<file path="src/rtl/dmem_bus_bridge_pkg.sv">
// Shared types and constants for the dmem valid/ready bus bridge.
package dmem_bus_bridge_pkg;
  localparam int DBB_XLEN = 32;

  typedef enum logic [1:0] {IDLE, REQ, WAIT_RSP, DONE} dbb_state_t;

  localparam logic [31:0] DBB_ERR_RDATA = 32'h0000_0000;
  localparam logic [3:0]  DBB_BE_ALL    = 4'b1111;
endpackage

</file>
<file path="src/rtl/dmem_write_buffer.sv">
// One-entry posted-write buffer: push captures a store, pop frees the entry once it is on the bus.
// A push and a pop in the same cycle leave the entry valid with the new contents.
module dmem_write_buffer
  import dmem_bus_bridge_pkg::*;
#(
  parameter int XLEN = DBB_XLEN
) (
  input  logic            clk,
  input  logic            reset,
  input  logic            push_i,
  input  logic [XLEN-1:0] addr_i,
  input  logic [XLEN-1:0] wdata_i,
  input  logic [3:0]      be_i,
  input  logic            pop_i,
  output logic            valid_o,
  output logic [XLEN-1:0] addr_o,
  output logic [XLEN-1:0] wdata_o,
  output logic [3:0]      be_o
);
  logic            valid_q, valid_d;
  logic [XLEN-1:0] addr_q, wdata_q;
  logic [3:0]      be_q;

  always_comb begin
    valid_d = valid_q;
    if (pop_i)  valid_d = 1'b0;
    if (push_i) valid_d = 1'b1;
  end

  always_ff @(posedge clk or negedge reset) begin
    if (!reset) begin
      valid_q <= 1'b0;
      addr_q  <= '0;
      wdata_q <= '0;
      be_q    <= '0;
    end else begin
      valid_q <= valid_d;
      if (push_i) begin
        addr_q  <= addr_i;
        wdata_q <= wdata_i;
        be_q    <= be_i;
      end
    end
  end

  assign valid_o = valid_q;
  assign addr_o  = addr_q;
  assign wdata_o = wdata_q;
  assign be_o    = be_q;
endmodule

</file>
<file path="src/rtl/dmem_bus_bridge.sv">
// Bridges the MEM stage's single-cycle dmem port onto a valid/ready request/response bus, one access
// in flight, with a timeout watchdog. DMEM_BUS_BRIDGE_WRITE_BUFFER_EN adds a posted-write buffer.
module dmem_bus_bridge
  import dmem_bus_bridge_pkg::*;
#(
  parameter int XLEN           = DBB_XLEN,
  parameter int TIMEOUT_CYCLES = 255
) (
  input  logic            clk,
  input  logic            reset,
  input  logic [XLEN-1:0] dmem_addr,
  input  logic [XLEN-1:0] dmem_wdata,
  input  logic [3:0]      dmem_byte_en,
  input  logic            dmem_wr_en,
  input  logic            dmem_rd_en,
  output logic [XLEN-1:0] dmem_rdata,
  output logic            mem_stall,
  output logic            bus_err,
  output logic            req_valid,
  input  logic            req_ready,
  output logic            req_we,
  output logic [XLEN-1:0] req_addr,
  output logic [XLEN-1:0] req_wdata,
  output logic [3:0]      req_be,
  input  logic            rsp_valid,
  input  logic [XLEN-1:0] rsp_rdata,
  input  logic            rsp_err
);
  localparam int TMO_W = $clog2(TIMEOUT_CYCLES + 1);

  typedef struct packed {
    logic            we;
    logic [XLEN-1:0] addr;
    logic [XLEN-1:0] wdata;
    logic [3:0]      be;
  } req_t;

  dbb_state_t      state_q;
  req_t            req_q, core_req, wb_req;
  logic            req_valid_q, bus_err_q, drain_q;
  logic [XLEN-1:0] rdata_q;
  logic [TMO_W-1:0] tmo_q;
  logic            core_acc, in_bus, tmo_hit, rsp_done, tmo_done, mem_stall_c;
  logic            wb_valid;
  logic [XLEN-1:0] wb_addr, wb_wdata;
  logic [3:0]      wb_be;
  logic            unused_addr_lsb;

  assign core_acc        = dmem_rd_en | dmem_wr_en;
  assign unused_addr_lsb = ^dmem_addr[1:0];
  assign core_req = '{we:    dmem_wr_en,
                      addr:  {dmem_addr[XLEN-1:2], 2'b00},
                      wdata: dmem_wdata,
                      be:    dmem_wr_en ? dmem_byte_en : DBB_BE_ALL};
  assign wb_req   = '{we: 1'b1, addr: wb_addr, wdata: wb_wdata, be: wb_be};

`ifdef DMEM_BUS_BRIDGE_WRITE_BUFFER_EN
  localparam bit WB_EN = 1'b1;
  logic wb_push, wb_pop;

  // Only capture when the buffer is empty; a full buffer forces the store to wait for the drain.
  assign wb_push = (state_q == IDLE) && !wb_valid && dmem_wr_en;
  assign wb_pop  = drain_q && (rsp_done || tmo_done);

  dmem_write_buffer #(.XLEN(XLEN)) u_wbuf (
    .clk     (clk),
    .reset   (reset),
    .push_i  (wb_push),
    .addr_i  (core_req.addr),
    .wdata_i (core_req.wdata),
    .be_i    (core_req.be),
    .pop_i   (wb_pop),
    .valid_o (wb_valid),
    .addr_o  (wb_addr),
    .wdata_o (wb_wdata),
    .be_o    (wb_be)
  );
`else
  localparam bit WB_EN = 1'b0;
  assign wb_valid = 1'b0;
  assign wb_addr  = '0;
  assign wb_wdata = '0;
  assign wb_be    = '0;
`endif

  assign in_bus   = (state_q == REQ) || (state_q == WAIT_RSP);
  assign tmo_hit  = (tmo_q >= TMO_W'(TIMEOUT_CYCLES - 1));
  assign rsp_done = ((state_q == REQ) && req_ready && rsp_valid) ||
                    ((state_q == WAIT_RSP) && rsp_valid);
  // A handshake in the final watchdog cycle wins over the timeout.
  assign tmo_done = in_bus && tmo_hit && !rsp_done && !((state_q == REQ) && req_ready);

  always_comb begin
    mem_stall_c = 1'b0;
    unique case (state_q)
      IDLE:          mem_stall_c = core_acc && (wb_valid || !(WB_EN && dmem_wr_en));
      REQ, WAIT_RSP: mem_stall_c = drain_q ? core_acc : 1'b1;
      DONE:          mem_stall_c = 1'b0;
      default:       mem_stall_c = 1'b0;
    endcase
  end

  always_ff @(posedge clk or negedge reset) begin
    if (!reset) begin
      state_q     <= IDLE;
      req_q       <= '0;
      req_valid_q <= 1'b0;
      rdata_q     <= '0;
      bus_err_q   <= 1'b0;
      tmo_q       <= '0;
      drain_q     <= 1'b0;
    end else begin
      bus_err_q <= 1'b0;
      unique case (state_q)
        IDLE: begin
          if (wb_valid) begin
            req_q       <= wb_req;
            req_valid_q <= 1'b1;
            drain_q     <= 1'b1;
            tmo_q       <= '0;
            state_q     <= REQ;
          end else if (core_acc && !(WB_EN && dmem_wr_en)) begin
            req_q       <= core_req;
            req_valid_q <= 1'b1;
            drain_q     <= 1'b0;
            tmo_q       <= '0;
            state_q     <= REQ;
          end
        end
        REQ, WAIT_RSP: begin
          if (rsp_done || tmo_done) begin
            req_valid_q <= 1'b0;
            bus_err_q   <= tmo_done || rsp_err;
            if (!req_q.we)
              rdata_q <= (tmo_done || rsp_err) ? XLEN'(DBB_ERR_RDATA) : rsp_rdata;
            // Background drains never owe the core a DONE cycle.
            state_q <= drain_q ? IDLE : DONE;
          end else begin
            if ((state_q == REQ) && req_ready) begin
              req_valid_q <= 1'b0;
              state_q     <= WAIT_RSP;
            end
            if (tmo_q != TMO_W'(TIMEOUT_CYCLES)) tmo_q <= tmo_q + 1'b1;
          end
        end
        DONE:    state_q <= IDLE;
        default: state_q <= IDLE;
      endcase
    end
  end

  assign dmem_rdata = rdata_q;
  assign mem_stall  = mem_stall_c;
  assign bus_err    = bus_err_q;
  assign req_valid  = req_valid_q;
  assign req_we     = req_q.we;
  assign req_addr   = req_q.addr;
  assign req_wdata  = req_q.wdata;
  assign req_be     = req_q.be;
endmodule

</file>
<file path="config.mk">
export PLATFORM = sky130hd
export DESIGN_NAME = dmem_bus_bridge
export DESIGN_NICKNAME = d
export VERILOG_FILES = /design/src/rtl/dmem_bus_bridge_pkg.sv /design/src/rtl/dmem_write_buffer.sv /design/src/rtl/dmem_bus_bridge.sv
export SDC_FILE = /design/constraint.sdc
export NUM_CORES = 1
export LEC_CHECK = 0
export CAP_MARGIN = 0
export CORE_MARGIN = 2
export CORE_UTILIZATION = 27
export DETAILED_ROUTE_END_ITERATION = 16
export PLACE_DENSITY = 0.67
export SETUP_SLACK_MARGIN = 0.5
export SKIP_LAST_GASP = 1
export SLEW_MARGIN = 10
export SYNTH_ARGS = -nofsm -noshare
export SYNTH_HDL_FRONTEND = slang
export SYNTH_SLANG_ARGS = --single-unit
</file>
<file path="constraint.sdc">
create_clock -name clk -period 2.2 [get_ports clk]
set_clock_uncertainty 0.1 [all_clocks]
set_input_delay 0.44 -clock clk [delete_from_list [all_inputs] [get_ports clk]]
set_output_delay 0.44 -clock clk [all_outputs]
set_load 0.01 [all_outputs]
</file>
==> impl_metrics.tcl, run 1 <==
set metrics [dict create \
    min_path_type "reg -> reg" \
    wl_per_cell_um 16.8 \
    critPathRequiredTime_ns 2.34 \
    path_class "reg -> reg" \
    setup_viol 0 \
    globalRoute.busiestLayer "met2" \
    h-tree-depth 3 \
    port_buffers 206 \
    slew_viol_final 0 \
    ir_drop_uv 574 \
    arrival_ns 2.15 \
    synthCells 311 \
    cts_buffers 9 \
    rsz0062_at_grt "true" \
    drt-initial-drc-count 158 \
    placed_cells 734 \
    synth-edff-count 0 \
    ys_async_sr_fraction 1.00 \
    ff_latch_area_um2 2780 \
    synth.avg_cell_area_um2 14.3 \
    vias_per_cell 4.52 \
    die_x_um 132 \
    firstDrtPassIters 4 \
    layout-drive-gt1-share 0.282 \
    netlist_top_cells_area "dfrtp_1 62%, mux2_2 16%, a22o_1 5.9%" \
    num_rows 46 \
    status "finished clean" \
    gr-total-overflow 0 \
    synth_most_common_cell "dfrtp_1" \
    cts_tree "built" \
    synth.top_cell.area_share 0.624 \
    gp_congestion 0.804 \
    ys_seq_elements 111 \
    yosysUniqueCellTypes 42 \
    endpoint_kind "flop" \
    grt_pass1_wl_mm 20.8 \
    grt_util_all_layers 0.152 \
    period_share 0.915 \
    io_pins 211 \
    netlist_area_um2 4450 \
    vias 3544 \
    critPathLaunchType "flop" \
    grtUsageMet2 0.265 \
    cts_sinks 111 \
    ys.flop_type "dfrtp_1" \
    antenna_found_initial 0 \
    totalWireLength_mm 13.2 \
    final_nets 676 \
    grt_use_met3 0.0448 \
    multi_input_comb_area_um2 1750 \
    critPathMaxFanout 16 \
    ys_seq_area_frac 0.624 \
    diodes 0 \
    synth_common_cells "111 x dfrtp_1, 63 x mux2_2, 30 x a22o_1, 15 x nand2_1" \
    fill_cells 1449 \
    met1_usage 0.180 \
    core_area_um2 16000 \
    start_util 0.278 \
    p_leak_nw 3.58 \
    area_growth_pct 73.3 \
    hpwl_mm 8.66 \
    fmax_mhz 497 \
    drc_errors 0 \
    powerDensity_nw_per_um2 1410 \
    grt_start_max_net_pins 44 \
    clk_latency_ns 0.35 \
    layout_setup_ws_ns 0.186 \
    synth_warnings 0 \
    stdcell_count 784 \
    root_buffer "clkbuf_16" \
    dieArea_um2 17500 \
    antenna_left 0 \
    timing.final.crit_period_ns 2.01 \
    die_y_um 132 \
    clock_path_buffers 2 \
    post-place-ws_ns -0.544 \
    maxCapViolations 0 \
    hold_viol 0 \
    clk_pin_slew_ns 0.08 \
    fin_util 0.482 \
    synth_top_cell_by_area "dfrtp_1" \
    grt_pass1_vias 3782 \
]
[final cells by class]
class | instances | share of cell area
Clock inverter | 7 | 0.0141
Inverter | 5 | 0.00243
Multi-Input combinational cell | 181 | 0.227
Clock buffer | 9 | 0.0292
Timing Repair Buffer | 255 | 0.332
Tap cell | 216 | 0.0350
Sequential cell | 111 | 0.360
[cells by family (layout without fill, tap and decap cells)]
family                   after synthesis  after routing  share of synthesized area
AND/OR/NAND/NOR                       45             46                     0.0548
AO/OA/AOI/OAI                         56             58                      0.102
flip-flops                           111            111                      0.624
other                                  1              2                   0.000842
adder cells (fa/ha/maj)                6              6                     0.0169
XOR/XNOR                               5              5                    0.00983
multiplexers                          64             64                      0.162
buffers and inverters                 23            276                     0.0306
[worst max-delay path, stage by stage, from the launching register on]
cell and delay, ns:
dfrtp_1 0.41, buf_6 0.13, ha_4 0.15, buf_4 0.13, a22oi_2 0.16, nand2_2 0.11, nor3_4 0.15, buf_12 0.15
o21bai_4 0.06, buf_12 0.15, a22o_2 0.20
[through the flow]
stage | setup TNS (ns) | power (mW) | cell area (µm²) | hold WS (ns)
3_5_place_dp | -17.42 | 8.70 | 6900 | 0.308
2_1_floorplan | 0 | 5.94 | 4520 | 0.0444
4_1_cts | 0 | 10.6 | 7540 | 0.385
3_3_place_gp | -15.44 | 8.56 | 6900 | 0.300
5_1_grt | 0 | 11.5 | 7710 | 0.411
6_report | 0 | 10.8 | 7710 | 0.380
[flip-flops by register name, indices dropped and copies added, names as in the netlist]
name / count
dmem_rdata: 32
req_wdata: 32
req_addr: 30
tmo_q: 8
req_be: 4
state_q: 2
bus_err: 1
req_valid: 1
req_we: 1
[power by group]
group	total, mW	internal [mW]	switching [mW]
registers	3.53	3.02	0.503
logic	5.47	3.15	2.32
clock network	1.85	1.03	0.820
[placed cells by master, fill, tap and decap left out, types with 3 or more instances in the layout]
| cell type | instances |
|---|---|
| buf_12 | 7 |
| dlygate4sd2_1 | 103 |
| nor2_1 | 9 |
| buf_4 | 21 |
| xor2_1 | 4 |
| clkbuf_16 | 11 |
| clkdlybuf4s50_1 | 101 |
| nor2b_1 | 5 |
| o21ai_0 | 4 |
| o21bai_4 | 4 |
| inv_1 | 3 |
| mux2_2 | 61 |
| o21ai_1 | 4 |
| o211ai_1 | 3 |
| a22o_1 | 30 |
| ha_4 | 4 |
| nand2_1 | 13 |
| buf_6 | 14 |
| dfrtp_1 | 110 |
| buf_16 | 4 |
| inv_6 | 3 |
[worst paths after layout]
path	slack [ns]	start	to	cells after the start
setup / recovery	0.19	state_q[1]	dmem_rdata[1]	10
hold / removal	0.38	req_be[3]	req_be[3]	2
setup reg to reg	0.19	state_q[1]	dmem_rdata[1]	10
hold reg to reg	0.38	req_be[3]	req_be[3]	2
max in group asynchronous	0.96	reset	req_addr[21]	3
min in group asynchronous	0.46	reset	dmem_rdata[12]	2
[what timing repair did]
item | 4_1_cts | 5_1_grt
endpoints found under the hold margin | 28 | 0
endpoints found under the setup margin | 208 | 95
cloned | 7 | 2
setup buffers | 16 | 8
hold buffers | 1 | 0
gates resized for setup | 135 | 20
pin swaps | 9 | 12
[routing by layer]
layer	up-vias	wire (µm)
li1	1635	-
met1	1774	5380
met2	125	6860
met3	10	758
met4	0	182
met5	-	0
Power figures use the tool's default switching activity.
==> run 2, diff against run 1 <==
- CORE_UTILIZATION: 27 -> 30
- CTS_CLUSTER_DIAMETER: default -> 100
- PLACE_DENSITY: 0.67 -> 0.72
==> run 2 against run 1 <==
Utilization rose by 5.5 points. Setup slack got worse by 0.047 ns. Non-clock buffer count fell by 7. First-iteration DRC count fell by 27%. Die area fell by 9.7%. Total power rose by 3.1%. Register-to-register slack got worse by 0.05 ns. Clock power fell by 3%. Sequential share of layout area fell by 0.43 points. Combinational power rose by 6.2%. Critical endpoint is now tmo_q[3]. Largest cell class unchanged.
==> impl_metrics.tcl, run 2 (synthesis results as in run 1) <==
set metrics [dict create \
    status "finished clean" \
    hpwl_mm 8.43 \
    hold_path.startpoint "req_be[2]" \
    rsz0062_at_grt "true" \
    setup_viol 0 \
    crit_family "compound AO/OA/AOI/OAI gates" \
    grt_util_all_layers 0.159 \
    wl_per_cell_um 17.6 \
    diodes 0 \
    layout-drive-gt1-share 0.285 \
    cts_buffers 9 \
    cp_slowest_stage_delay_ns 0.40 \
    num_rows 44 \
    slew_viol_final 0 \
    hold_slack_ns 0.390 \
    maxCapViolations 0 \
    totalWireLength_mm 13.1 \
    drt-initial-drc-count 116 \
    die_x_um 126 \
    core_area_um2 14500 \
    clk_latency_ns 0.35 \
    path_class "reg -> reg" \
    min_path_cells 2 \
    critPathRequiredTime_ns 2.34 \
    ir_drop_uv 573 \
    path_cells "inv_2 > ha_4 > buf_6 > nor2_4 > a311oi_4 > buf_4 > o2111ai_1 > xnor2_1 > and2_1" \
    clock_path_buffers 2 \
    timing.final.crit_period_ns 2.06 \
    gr-total-overflow 0 \
    endpoint_kind "flop" \
    final_nets 670 \
    p_leak_nw 3.77 \
    critPathLaunchType "flop" \
    area_growth_pct 75.4 \
    finalPower_mw 11.2 \
    vias 3576 \
    antenna_found_initial 0 \
    cts_tree "built" \
    vias_per_cell 4.79 \
    regToRegSetupSlack_ns 0.14 \
    fill_cells 1223 \
    slowest_stage "dfrtp_1" \
    hold_viol 0 \
    root_buffer "clkbuf_16" \
    start_util 0.306 \
    die_y_um 126 \
    antenna_left 0 \
    layout_commonest_cell "dfrtp_1" \
    h-tree-depth 3 \
    fmax_mhz 485 \
    drc_errors 0 \
    timing.rr.start "state_q[1]" \
    mostFrequentLayoutCells "110 x dfrtp_1, 103 x dlygate4sd2_1, 101 x clkdlybuf4s50_1" \
    min_path_type "reg -> reg" \
    grt_pass1_vias 3722 \
    io_pins 211 \
    critPathMaxFanout 5 \
    rr_endpoint "tmo_q[3]" \
    grt_start_max_net_pins 40 \
    critical_path_buf_inv_count 3 \
    whs_endpoint "req_be[2]" \
    firstDrtPassIters 4 \
    cts_sinks 111 \
    powerDensity_nw_per_um2 1430 \
    period_share 0.937 \
    dieArea_um2 15800 \
    arrival_ns 2.20 \
    grt_pass1_wl_mm 20.0 \
    reg2reg_depth 9 \
    clk_pin_slew_ns 0.08 \
    port_buffers 206 \
    gp_congestion 0.828 \
]
-- run 2: changes by cell type in the layout (fill, tap and decap cells not counted), sizes merged --
cell / change
o21bai: +1
buf: -7
clkinv: +1
inv: -1
-- run 2: layer usage --
metal  wire, µm  up-vias  global-route usage
li1           -     1617                   -
met1       5370     1801               0.195
met2       6680      142               0.272
met3        856       16              0.0480
met4        219        0              0.0478
met5          0        -                   0
-- run 2: worst max-delay path by stage --
stage,from,endpoint,slack [ns],depth (start not counted)
after floorplan,state_q[0],tmo_q[3],0.35,8
final,state_q[1],tmo_q[3],0.14,9
after global placement,req_ready,dmem_rdata[0],-0.43,5
after global routing,state_q[1],tmo_q[3],0.04,9
after CTS,state_q[0],tmo_q[7],0.20,9
after detailed placement,req_ready,dmem_rdata[0],-0.51,5
-- run 2: area by class of cell --
cell class              count  area [µm²]  share of cell area
clock buffers               9         225              0.0288
inverters                   5        18.8             0.00240
repair buffers            248        2520               0.322
well taps                 184         230              0.0295
clock inverters             7         100              0.0128
multi-input cells         182        1940               0.248
flip-flops and latches    111        2780               0.356
-- run 2: worst register-to-register path: stages (launching register included) --
cell       delay (ns)
dfrtp_1          0.40
inv_2            0.08
ha_4             0.28
buf_6            0.12
nor2_4           0.04
a311oi_4         0.31
buf_4            0.18
o2111ai_1        0.14
xnor2_1          0.17
and2_1           0.14
-- run 2: timing repair --
item                                    4_1_cts  5_1_grt
endpoints found under the setup margin      212       94
resized for setup                           142       66
gates cloned                                  7        2
endpoints found under the hold margin        34        0
setup buffers                                14        4
pin swaps                                     9       11
hold buffers                                  1        0
-- run 2: power by group --
part	total, mW	internal [mW]	switching [mW]	leakage, nW
sequential	3.57	3.03	0.548	1.37
clock	1.80	1.01	0.783	0.161
combinational	5.81	3.43	2.38	2.25
-- run 2: through the flow --
stage                     setup slack [ns]  area (µm²)  cells  setup TNS, ns  utilization
after detailed placement            -0.511        6860    702         -16.51        0.472
after CTS                            0.204        7480    740              0        0.515
after global routing                0.0369        7810    746              0        0.537
final                                0.139        7810    746              0        0.537
after floorplan                      0.353        4520    312              0            -
after global placement              -0.428        6860    702         -13.50        0.472
